### src/rtl/rst_pkg.sv
// Shared definitions for the reset pulse generator.
//   state_t      : sequencer states (IDLE, ASSERT, HOLDOFF)
//   CAUSE_*      : bit positions inside the sticky cause register
package rst_pkg;

  typedef enum logic [1:0] {
    IDLE    = 2'd0,
    ASSERT  = 2'd1,
    HOLDOFF = 2'd2
  } state_t;

  localparam int unsigned CAUSE_SW   = 0;
  localparam int unsigned CAUSE_BTN  = 1;
  localparam int unsigned CAUSE_WDOG = 2;

endpackage

### src/rtl/btn_debounce.sv
// Push-button debouncer: 2-flop synchronizer, stability counter and a
// one-cycle press pulse on each debounced press.
// Ports:
//   clk    in  system clock
//   rst    in  synchronous active-high reset (debouncer returns to released)
//   btn_n  in  raw asynchronous button, active low
//   press  out one-cycle pulse when the button becomes debounced-pressed
module btn_debounce #(
  parameter int unsigned DEBOUNCE_CYCLES = 1024
) (
  input  logic clk,
  input  logic rst,
  input  logic btn_n,
  output logic press
);

  localparam int unsigned CW = $clog2(DEBOUNCE_CYCLES + 1);
  localparam logic [CW-1:0] RELOAD = CW'(DEBOUNCE_CYCLES - 1);

  logic          sync1;
  logic          sync2;
  logic          pressed;
  logic [CW-1:0] cnt;
  logic          differs;

  // The counter only runs while the synchronized level disagrees with the
  // debounced state; any sample that agrees (a bounce) restarts it.
  assign differs = (~sync2) != pressed;

  always_ff @(posedge clk) begin
    if (rst) begin
      sync1   <= 1'b1;
      sync2   <= 1'b1;
      pressed <= 1'b0;
      cnt     <= RELOAD;
      press   <= 1'b0;
    end else begin
      sync1 <= btn_n;
      sync2 <= sync1;
      press <= 1'b0;
      if (!differs) begin
        cnt <= RELOAD;
      end else if (cnt == '0) begin
        pressed <= ~pressed;
        cnt     <= RELOAD;
        press   <= ~pressed;
      end else begin
        cnt <= cnt - 1'b1;
      end
    end
  end

endmodule

### src/rtl/rst_pulse_gen.sv
// Reset initiator: merges software, push-button and watchdog requests into
// one RST_n low pulse of ASSERT_CYCLES clocks followed by a HOLDOFF_CYCLES
// window, and keeps a sticky record of which sources caused resets.
// Optional watchdog: define RST_PULSE_WDOG_EN to build it; otherwise
// wdog_kick is ignored and cause[2] stays 0.
// Ports:
//   clk        in  system clock
//   rst        in  synchronous active-high reset (restarts power-on pulse)
//   sw_req     in  single-cycle software reset request
//   btn_n      in  raw asynchronous push-button, active low
//   wdog_kick  in  single-cycle watchdog reload
//   cause_clr  in  single-cycle clear of cause
//   RST_n      out registered active-low reset to rst_synch instances
//   busy       out high whenever the sequencer is not IDLE
//   cause      out sticky {wdog, btn, sw} of accepted requests
module rst_pulse_gen
  import rst_pkg::*;
#(
  parameter int unsigned ASSERT_CYCLES   = 16,
  parameter int unsigned HOLDOFF_CYCLES  = 8,
  parameter int unsigned DEBOUNCE_CYCLES = 1024,
  parameter int unsigned WDOG_CYCLES     = 65536
) (
  input  logic       clk,
  input  logic       rst,
  input  logic       sw_req,
  input  logic       btn_n,
  input  logic       wdog_kick,
  input  logic       cause_clr,
  output logic       RST_n,
  output logic       busy,
  output logic [2:0] cause
);

  localparam int unsigned CNT_MAX =
    (ASSERT_CYCLES > HOLDOFF_CYCLES) ? ASSERT_CYCLES : HOLDOFF_CYCLES;
  localparam int unsigned CNT_W = $clog2(CNT_MAX + 1);
  localparam logic [CNT_W-1:0] A_RELOAD = CNT_W'(ASSERT_CYCLES - 1);
  localparam logic [CNT_W-1:0] H_RELOAD = CNT_W'(HOLDOFF_CYCLES - 1);

  state_t           state;
  state_t           state_n;
  logic [CNT_W-1:0] cnt;
  logic [CNT_W-1:0] cnt_n;
  logic             pending;
  logic             pending_n;
  logic             btn_press;
  logic             wdog_expire;
  logic [2:0]       set_bits;
  logic             req;

  btn_debounce #(
    .DEBOUNCE_CYCLES(DEBOUNCE_CYCLES)
  ) u_btn (
    .clk   (clk),
    .rst   (rst),
    .btn_n (btn_n),
    .press (btn_press)
  );

`ifdef RST_PULSE_WDOG_EN
  localparam int unsigned WW = $clog2(WDOG_CYCLES + 1);
  localparam logic [WW-1:0] W_RELOAD = WW'(WDOG_CYCLES - 1);

  logic [WW-1:0] wcnt;

  // A kick in the expiry cycle suppresses the expiry.
  assign wdog_expire = (state == IDLE) && (wcnt == '0) && !wdog_kick;

  always_ff @(posedge clk) begin
    if (rst) begin
      wcnt <= W_RELOAD;
    end else if (wdog_kick || (state != IDLE) || (wcnt == '0)) begin
      wcnt <= W_RELOAD;
    end else begin
      wcnt <= wcnt - 1'b1;
    end
  end
`else
  logic [31:0] wdog_unused;
  assign wdog_unused = 32'(WDOG_CYCLES) ^ {31'b0, wdog_kick};
  assign wdog_expire = 1'b0;
`endif

  always_comb begin
    set_bits             = '0;
    set_bits[CAUSE_SW]   = sw_req;
    set_bits[CAUSE_BTN]  = btn_press;
    set_bits[CAUSE_WDOG] = wdog_expire;
  end

  assign req = |set_bits;

  always_comb begin
    state_n   = state;
    cnt_n     = cnt;
    pending_n = pending;
    case (state)
      IDLE: begin
        if (req || pending) begin
          state_n   = ASSERT;
          cnt_n     = A_RELOAD;
          pending_n = 1'b0;
        end
      end
      ASSERT: begin
        // A request during the pulse restarts the full low time.
        if (req) begin
          cnt_n = A_RELOAD;
        end else if (cnt == '0) begin
          state_n = HOLDOFF;
          cnt_n   = H_RELOAD;
        end else begin
          cnt_n = cnt - 1'b1;
        end
      end
      HOLDOFF: begin
        if (req) begin
          pending_n = 1'b1;
        end
        if (cnt == '0) begin
          state_n = IDLE;
        end else begin
          cnt_n = cnt - 1'b1;
        end
      end
      default: begin
        state_n = ASSERT;
        cnt_n   = A_RELOAD;
      end
    endcase
  end

  // RST_n and busy are registered from the next state so they change on
  // the same edge as the state register.
  always_ff @(posedge clk) begin
    if (rst) begin
      state   <= ASSERT;
      cnt     <= A_RELOAD;
      pending <= 1'b0;
      RST_n   <= 1'b0;
      busy    <= 1'b1;
      cause   <= '0;
    end else begin
      state   <= state_n;
      cnt     <= cnt_n;
      pending <= pending_n;
      RST_n   <= (state_n != ASSERT);
      busy    <= (state_n != IDLE);
      cause   <= (cause & ~{3{cause_clr}}) | set_bits;
    end
  end

endmodule

### config.mk
export PLATFORM = sky130hd
export DESIGN_NAME = rst_pulse_gen
export DESIGN_NICKNAME = d
export VERILOG_FILES = /design/src/rtl/rst_pkg.sv /design/src/rtl/btn_debounce.sv /design/src/rtl/rst_pulse_gen.sv
export SDC_FILE = /design/constraint.sdc
export NUM_CORES = 1
export LEC_CHECK = 0
export ABC_CLOCK_PERIOD_IN_PS = 1920
export BUFFER_PORTS_ARGS = -buffer_cell sky130_fd_sc_hd__buf_2
export CAP_MARGIN = 5
export CELL_PAD_IN_SITES_DETAIL_PLACEMENT = 2
export CELL_PAD_IN_SITES_GLOBAL_PLACEMENT = 2
export CORE_UTILIZATION = 36
export DETAILED_ROUTE_END_ITERATION = 8
export GPL_ROUTABILITY_DRIVEN = 0
export GPL_TIMING_DRIVEN = 0
export PLACE_DENSITY = 0.8
export SYNTH_ARGS = -nofsm -noshare
export SYNTH_HDL_FRONTEND = slang
export SYNTH_SLANG_ARGS = --single-unit
### constraint.sdc
create_clock -name clk -period 1.92 [get_ports clk]
set_input_delay 0.384 -clock clk [delete_from_list [all_inputs] [get_ports clk]]
set_output_delay 0.384 -clock clk [all_outputs]
set_load 0.02 [all_outputs]
## Word level (Yosys, flattened, before mapping)

Index checks and enable logic that the tools add are counted.

- Add/subtract/negate cells: 2
- Equal/unequal tests: 7
- Muxes and demuxes: 13
- Bitwise logic cells: 7
- Reductions and logical operators: 12

Operators by type and width:

| kind | number |
|---|---|
| $mux 5 | 4 |
| $pmux 5 s3 | 1 |
| $logic_not 11->1 | 1 |
| $sub 11x1->11 const B | 1 |
| $mux 2 | 4 |
| $ne 2x2->1 const B | 3 |
| $pmux 2 s3 | 1 |
| $reduce_or 3->1 | 2 |
| $logic_not 5->1 | 1 |
| $sub 5x1->5 const B | 1 |
| $not 1->1 | 4 |
| $reduce_and 2->1 | 2 |
| $reduce_bool 2->1 | 2 |
| $and 3x3->3 | 1 |
| $not 3->3 | 1 |
| $or 3x2->3 | 1 |
| $reduce_and 3->1 | 1 |
| $eq 2x1->1 const B | 1 |
| $eq 2x2->1 const B | 1 |
| $logic_not 2->1 | 1 |
| $mux 1 | 2 |
| $ne 2x1->1 const B | 1 |
| $pmux 1 s2 | 1 |
| $reduce_or 2->1 | 1 |
| 2 further kinds | 2 |

- Register bits: 28
- Input bits: 6
- Output and inout bits: 5
- Logic and storage cells: 52

## Depth between registers and ports, before layout

Gate-level depths: netlist (run 1).

- Depth in word-level cells: 5
- Gate-level depth with buffers: 6
- Depth with buffers taken out: 6

## Modules after synthesis

From an unflattened synthesis (run 1), not the netlist that was laid out.

- Cells, all modules: 144
- Area total of the unflattened synthesis: 1338.8 µm²

By module, submodules not included:

| module | instances | cells an instance | area an instance (µm²) | seq. area each (µm²) |
|---|---|---|---|---|
| rst_pulse_gen | 1 | 79 | 695.7 | 260.2 |
| btn_debounce | 1 | 65 | 643.1 | 300.3 |

## Worst setup path before layout (run 1)

No wires, ideal clock.

- Path kind: reg-to-reg
- Start: reg cnt[0]
- End: reg cnt[2]
- Library setup time: 0.123 ns
- Arrival time: 1.538 ns
- Data required time: 1.797 ns
- Path slack: 0.260 ns
- Stages on the path, launching flop included: 6
- Buffers on the path: 0
- Period minus slack after synthesis: 1.660 ns
- Cells stage by stage: dfxtp_1 inv_1 ha_1 or4b_4 a2bb2oi_1 a221o_2

- Word-level cells in the longest chain between the ends: 4
- Elaborated cells between the ends (all ways): 8
- Classes of those cells: add/sub: 1; eq/ne: 1; mux: 4; reduce/logical: 2

Ends and longest elaborated chain:

| item | line | RTL |
|---|---|---|
| start: declaration | rst_pulse_gen.sv:43 | `logic [CNT_W-1:0] cnt;` |
| start signal: assignment | rst_pulse_gen.sv:146 | `cnt <= cnt_n;` |
| $sub 5x1->5 / $logic_not 5->1 (equally long branches) | n/a |  |
| $mux 5 | rst_pulse_gen.sv:110 | `end else if (cnt == '0) begin` |
| $mux 5 | rst_pulse_gen.sv:108 | `if (req) begin` |
| $pmux 5 s3 | rst_pulse_gen.sv:98 | `case (state)` |

Parallel ways exist; a longest one is shown, timed or not. The select of a mux whose other input is x is not followed.
A chain may end at the register's enable or synchronous reset.

## Final worst setup path (run 1)

- Start: reg cnt[0]
- End: reg busy

- Word-level cells in the longest chain between the ends: 5
- Elaborated cells between the ends (all ways): 6
- Classes of those cells: mux: 4; reduce/logical: 2

Ends and longest elaborated chain:

| item | line | RTL |
|---|---|---|
| $logic_not 5->1 (*) | rst_pulse_gen.sv:110, rst_pulse_gen.sv:121 |  |
| $mux 2 | rst_pulse_gen.sv:110 |  |
| $mux 2 | rst_pulse_gen.sv:108 |  |
| $pmux 2 s3 (*) | rst_pulse_gen.sv:98 |  |
| $reduce_bool 2->1 (*) | rst_pulse_gen.sv:149 | `busy <= (state_n != IDLE);` |
| end signal: assignment | rst_pulse_gen.sv:149 |  |
| end: declaration | rst_pulse_gen.sv:31 | `output logic busy,` |

Every way passes the cells marked *; elsewhere a longest branch is shown, timed or not.

==> results of run 1 <==
kinds of logic after synthesis:
logic type | share of synthesized area, %
xor gates and xnor gates | 4.15
adders and majority gates | 6.92
buffers and inverters | 3.56
AOI/OAI and AO/OA | 15.1
DFF | 44.3
and+or+nand+nor | 26.0
cell usage in the layout, fill, tap and decap left out, types with 2 or more instances in the layout:
| cell type | netlist | routed |
|---|---|---|
| a21oi_1 | 6 | 6 |
| nor4_1 | 5 | 3 |
| o21ai_0 | 6 | 6 |
| buf_2 | 0 | 9 |
| nor2_1 | 9 | 8 |
| a21o_1 | 3 | 3 |
| a2bb2oi_2 | 0 | 2 |
| and2_1 | 3 | 3 |
| clkbuf_4 | 0 | 3 |
| nand2_1 | 12 | 12 |
| ha_1 | 7 | 6 |
| dfxtp_1 | 28 | 28 |
| nand3_1 | 6 | 6 |
| nor4_2 | 0 | 2 |
| or4b_4 | 2 | 2 |
| nor3b_1 | 3 | 3 |
| or3_1 | 2 | 2 |
| a31oi_1 | 2 | 2 |
| or2_2 | 3 | 3 |
| inv_1 | 10 | 10 |
| xnor2_1 | 5 | 5 |
| nor3_1 | 3 | 3 |
| nand4_1 | 2 | 2 |
cells in the mapped netlist (all sizes together), types with 3 or more instances:
cell type	number
dfxtp	28
nand2	12
inv	10
nor2	9
a21oi	7
ha	7
nand3	6
o21ai	6
nor4	5
xnor2	5
or2	4
a21o	3
and2	3
nor3	3
nor3b	3
or3	3
metal layers:
layer | track usage, % | up-vias | wire [um]
li1 | - | 521 | -
met1 | 23.1 | 519 | 1450
met2 | 38.4 | 5 | 1870
met3 | 3.15 | 5 | 42
met4 | 8.77 | 0 | 59
met5 | 0 | - | 0
final timing paths:
path                                endpoint  cells past startpoint
worst min-delay path                cause[2]                      2
worst max-delay path                    busy                      6
worst min register to register  u_btn.cnt[0]                      1
worst max register to register          busy                      6
flip-flops by register name, indices dropped and copies added, names as in the netlist:
name           flops
u_btn.press        1
state              2
RST_n              1
u_btn.cnt         11
u_btn.sync2        1
u_btn.sync1        1
busy               1
cnt                5
cause              3
u_btn.pressed      1
pending            1
layout make-up:
type	count	share of cell area (%)
buffer	2	0.597
sequential	28	38.2
timing repair buffer	9	3.07
clock buffer	3	1.54
multi-input combinational	98	48.0
inverter	10	2.56
clock inverter	1	2.05
tap	46	3.92
report_power, final:
| part | internal, mW | switching (mW) | leakage [nW] |
|---|---|---|---|
| sequential | 0.591 | 0.00684 | 0.227 |
| clock | 0.212 | 0.183 | 0.0279 |
| combinational | 0.0267 | 0.0437 | 0.314 |
stage by stage:
step | power (mW) | instance area (um^2)
final | 1.06 | 1470
after global routing | 1.11 | 1470
after CTS | 1.08 | 1430
after detailed placement | 0.679 | 1370
after global placement | 0.671 | 1370
after floorplan | 0.652 | 1270
timing repair:
action,4_1_cts,5_1_grt
endpoints found under the setup margin,1,15
pin swaps,0,0
gates cloned,0,0
gates resized for setup,1,9
==> impl_metrics.toml, run 1 <==
[outcome]
status = "complete, no violations"

[final_layout]
fin_cells = 197
seq_area_um2 = 561
fill_cells = 395
drive_gt1_share_pct = 21.9
nNetsFinal = 165
utilization_pct = 43.6
syn2layout_area_growth_pct = 15.8
diodes = 0
multi_input_area_um2 = 704

[yosys]
synth_cells = 138
synth_edf_count = 0
yosysUniqueCellTypes = 38
syn_avg_cell_area_um2 = 9.18
synth_area_um2 = 1270
seq_area_frac_synth_pct = 44.3
synth_area_leader_cell = "dfxtp_1"
synth.area.top_cells = "dfxtp_1, ha_1, nand2_1, xnor2_1, inv_1"
synth_seq_cells = 28
yosysWarnings = 0
synth_nets = 151
synthArstFlopShare_pct = 0
netlist.area_leader.share_pct = 44.3
ys.flop_type = "dfxtp_1"

[routing]
drtAntennaViolNets = 0
finalWirelength_mm = 3.43
first_pass_iters = 4
avgRoutedWirePerCell_um = 17.4
drtIter0Drc = 19
drc = 0
viasPerCell = 5.33
num_vias = 1050

[global_routing]
grt_max_degree = 17
grt_pass1_wl_mm = 5.43
grt_pass1_vias = 1100
track_usage_pct = 20.6
grt_antenna_before_repair = 0
overflow = 0

[setup_path]
rrSetupSlack_ns = 0.06
path_delay_family = "simple AND/OR/NAND/NOR gates"
critical_path_buf_inv_count = 1
slowest_stage = "or4b_4"
critPathMaxStageDelay_ns = 0.53
start_kind = "flip-flop"
r2r_start = "cnt[0]"
cp.arrival_ns = 2.11
path_max_fanout = 5
worstSetupStartpoint = "cnt[0]"
path_cells = "inv_1 > ha_2 > or4b_4 > a21oi_4 > o311ai_1 > or2_1"
crit_required_ns = 2.17
criticalPathCategory = "flip-flop to flip-flop"
critPathCaptureType = "flip-flop"

[sta]
slew_violations = 0
setup_viol = 0
finClkSkew_ns = 0.0132
min_period_ns = 1.86
slew_headroom_pct = 66.2
rsz0062_at_grt = "true"
fmax_mhz = 537
holdWs_ns = 0.189
fin_ws_ns = 0.0592
fin_crit_sh_pct = 96.9
worst_pin_slew_ns = 0.503
setup_tns_ns = 0
hold_viol = 0

[cts]
cts_tree = "built"
clock_sinks = 28
cts_buffers = 3
clkTransAtPathRegs_ns = 0.16
cts_setup_buffers = 0
htreeDepth = 1
clk_path_buf_depth = 2
clockRootBuffer = "clkbuf_4"
hold_buffers = 0
clk_latency_ns = 0.35

[placement]
dpl.cell_count = 193
dp_slack_ns = -0.0361
io_buffers = 9
hpwl_mm = 2.49

[die]
ios = 11
die_y_um = 61.3
core_um2 = 3360
die_w_um = 61.3
rows = 21
die-area_um2 = 3760
initial_core_util_pct = 37.6

[power]
p_leak_nw = 0.570
power.density_nw_per_um2 = 725
ir_worst_vdd_v = 0.000279

[min_path]
worstHoldStart = "cause_clr"
hold_class = "input port to flip-flop"

[job]
max-cap-violations = 0
Note: power is estimated with default switching activity, not from simulation.
==> run 2: changes to the inputs <==
Settings changed: PLACE_DENSITY 0.8 to 0.74.
==> run 2 against run 1 <==
Net effect:
- first-iteration DRC count rose by 74%
- flip-flop and latch count unchanged
- combinational power about the same
- register-to-register slack is essentially flat
- clock-buffer cell count is 1 higher
- critical endpoint is now cnt[2]
- worst hold slack better by 0.014 ns
- non-clock buffer count unchanged
- worst setup slack got worse by 0.010 ns
- die area unchanged
- wire length is 5.4% lower
- sequential share of layout area is 0.56 points higher
==> impl_metrics.toml, run 2 (synthesis gave the netlist of run 1 again) <==
[cts]
clkTransAtPathRegs_ns = 0.16
cts_tree = "built"
clockRootBuffer = "clkbuf_4"
hold_buffers = 0
cts_buffers = 3
clk_latency_ns = 0.33
htreeDepth = 1
clk_path_buf_depth = 2
clock_sinks = 28

[sta]
hold_viol = 0
fin_ws_ns = 0.0487
fmax_mhz = 534
rsz0062_at_grt = "true"
worst_pin_slew_ns = 0.622
setup_tns_ns = 0
fin_crit_sh_pct = 97.5
setup_viol = 0
finClkSkew_ns = 0.00719
min_period_ns = 1.87
slew_headroom_pct = 58.2
slew_violations = 0

[placement]
hpwl_mm = 2.49
dpl.cell_count = 193
dp_slack_ns = -0.155
io_buffers = 9

[die]
initial_core_util_pct = 37.6
rows = 21
die-area_um2 = 3760
ios = 11
core_um2 = 3360
die_w_um = 61.3
die_y_um = 61.3

[final_layout]
fin_cells = 197
top_regs = "u_btn.cnt (11), cnt (5), cause (3)"
diodes = 0
syn2layout_area_growth_pct = 14.1
largest_register_ff_count = 11
drive_gt1_share_pct = 21.2
final_common_cell = "dfxtp_1"
utilization_pct = 43.0
largest-register = "u_btn.cnt"
mostFrequentLayoutCells = "dfxtp_1, nand2_1, inv_1, buf_2, nor2_1"
nNetsFinal = 165

[routing]
finalWirelength_mm = 3.24
drc = 0
avgRoutedWirePerCell_um = 16.5
num_vias = 1072
drtAntennaViolNets = 0
first_pass_iters = 3
viasPerCell = 5.44
drtIter0Drc = 33

[power]
power.density_nw_per_um2 = 666
p_leak_nw = 0.564
ir_worst_vdd_v = 0.000226

[setup_path]
start_kind = "flip-flop"
criticalPathCategory = "flip-flop to flip-flop"
cp.arrival_ns = 2.10
crit_required_ns = 2.15
r2r_start = "state[0]"
rrSetupSlack_ns = 0.05
reg2reg_depth = 6
critPathCaptureType = "flip-flop"
r2r-end = "cnt[2]"
path_max_fanout = 6

[global_routing]
grt_pass1_vias = 1039
grt_max_degree = 16
grt_antenna_before_repair = 0
track_usage_pct = 18.8
grt_pass1_wl_mm = 5.08
overflow = 0

[min_path]
min_to = "cause[2]"
worstHoldStart = "cause_clr"
min_path_cells = 2
hold_class = "input port to flip-flop"

[outcome]
status = "complete, no violations"

[job]
max-cap-violations = 0
[run 2: cell types whose count changed in the layout (fill, tap and decap cells not counted), sizes merged]
| cell | previous run | this run |
|---|---|---|
| clkbuf | 5 | 6 |
| bufinv | 1 | 0 |
[run 2: final cells by class]
class                           count  area (um^2)
Fill cell                         384         1920
Tap cell                           46         57.6
Inverter                           10         37.5
Clock buffer                        4         36.3
Buffer                              2         8.76
Sequential cell                    28          561
Timing Repair Buffer                9         45.0
Multi-Input combinational cell     98          699
[run 2: repair_timing]
action / 4_1_cts / 5_1_grt
gates cloned: 0 / 0
gates resized for setup: 2 / 7
setup endpoints to repair: 3 / 13
pin swaps: 0 / 0
buffers inserted: 0 / 0
[run 2: per-layer routing]
| layer | part of all wire [%] | wire length [um] | GRT usage (%) | vias up |
|---|---|---|---|---|
| li1 | - | - | - | 522 |
| met1 | 44 | 1420 | 22.4 | 543 |
| met4 | 0.83 | 27 | 6.82 | 0 |
| met5 | 0 | 0 | 0 | - |
| met3 | 0.80 | 26 | 2.73 | 4 |
| met2 | 55 | 1770 | 34.0 | 3 |
[run 2: through the flow]
stage / instance area, um^2 / hold slack [ns] / power [mW]
final: 1450 / 0.203 / 0.962
after global routing: 1450 / 0.187 / 1.01
after CTS: 1420 / 0.190 / 0.974
after detailed placement: 1370 / 0.404 / 0.678
after global placement: 1370 / 0.395 / 0.672
after floorplan: 1270 / 0.384 / 0.652
[run 2: critical path, stage by stage, from the launching register on]
cell and delay [ns]:
dfxtp_1 0.39, inv_1 0.11, ha_1 0.33, inv_1 0.14, a2bb2oi_2 0.26, o21ai_0 0.17
a221o_2 0.37
[run 2: power breakdown]
group / internal (mW) / total [mW] / leakage [nW] / switching (mW)
logic: 0.0269 / 0.0707 / 0.316 / 0.0438
registers: 0.591 / 0.598 / 0.227 / 0.00662
clock network: 0.116 / 0.294 / 0.0210 / 0.178
total: 0.734 / 0.962 / 0.564 / 0.228
[run 2: worst max path at each step]
stage | startpoint | endpoint | slack [ns] | cells after the start
final | state[0] | cnt[2] | 0.05 | 6
after global routing | state[0] | cnt[2] | -0.02 | 6
after CTS | cnt[1] | busy | 0.007 | 6
after detailed placement | cnt[0] | cnt[2] | -0.16 | 6
after global placement | cnt[0] | cnt[2] | 0.09 | 6
after floorplan | cnt[0] | cnt[2] | 0.26 | 5
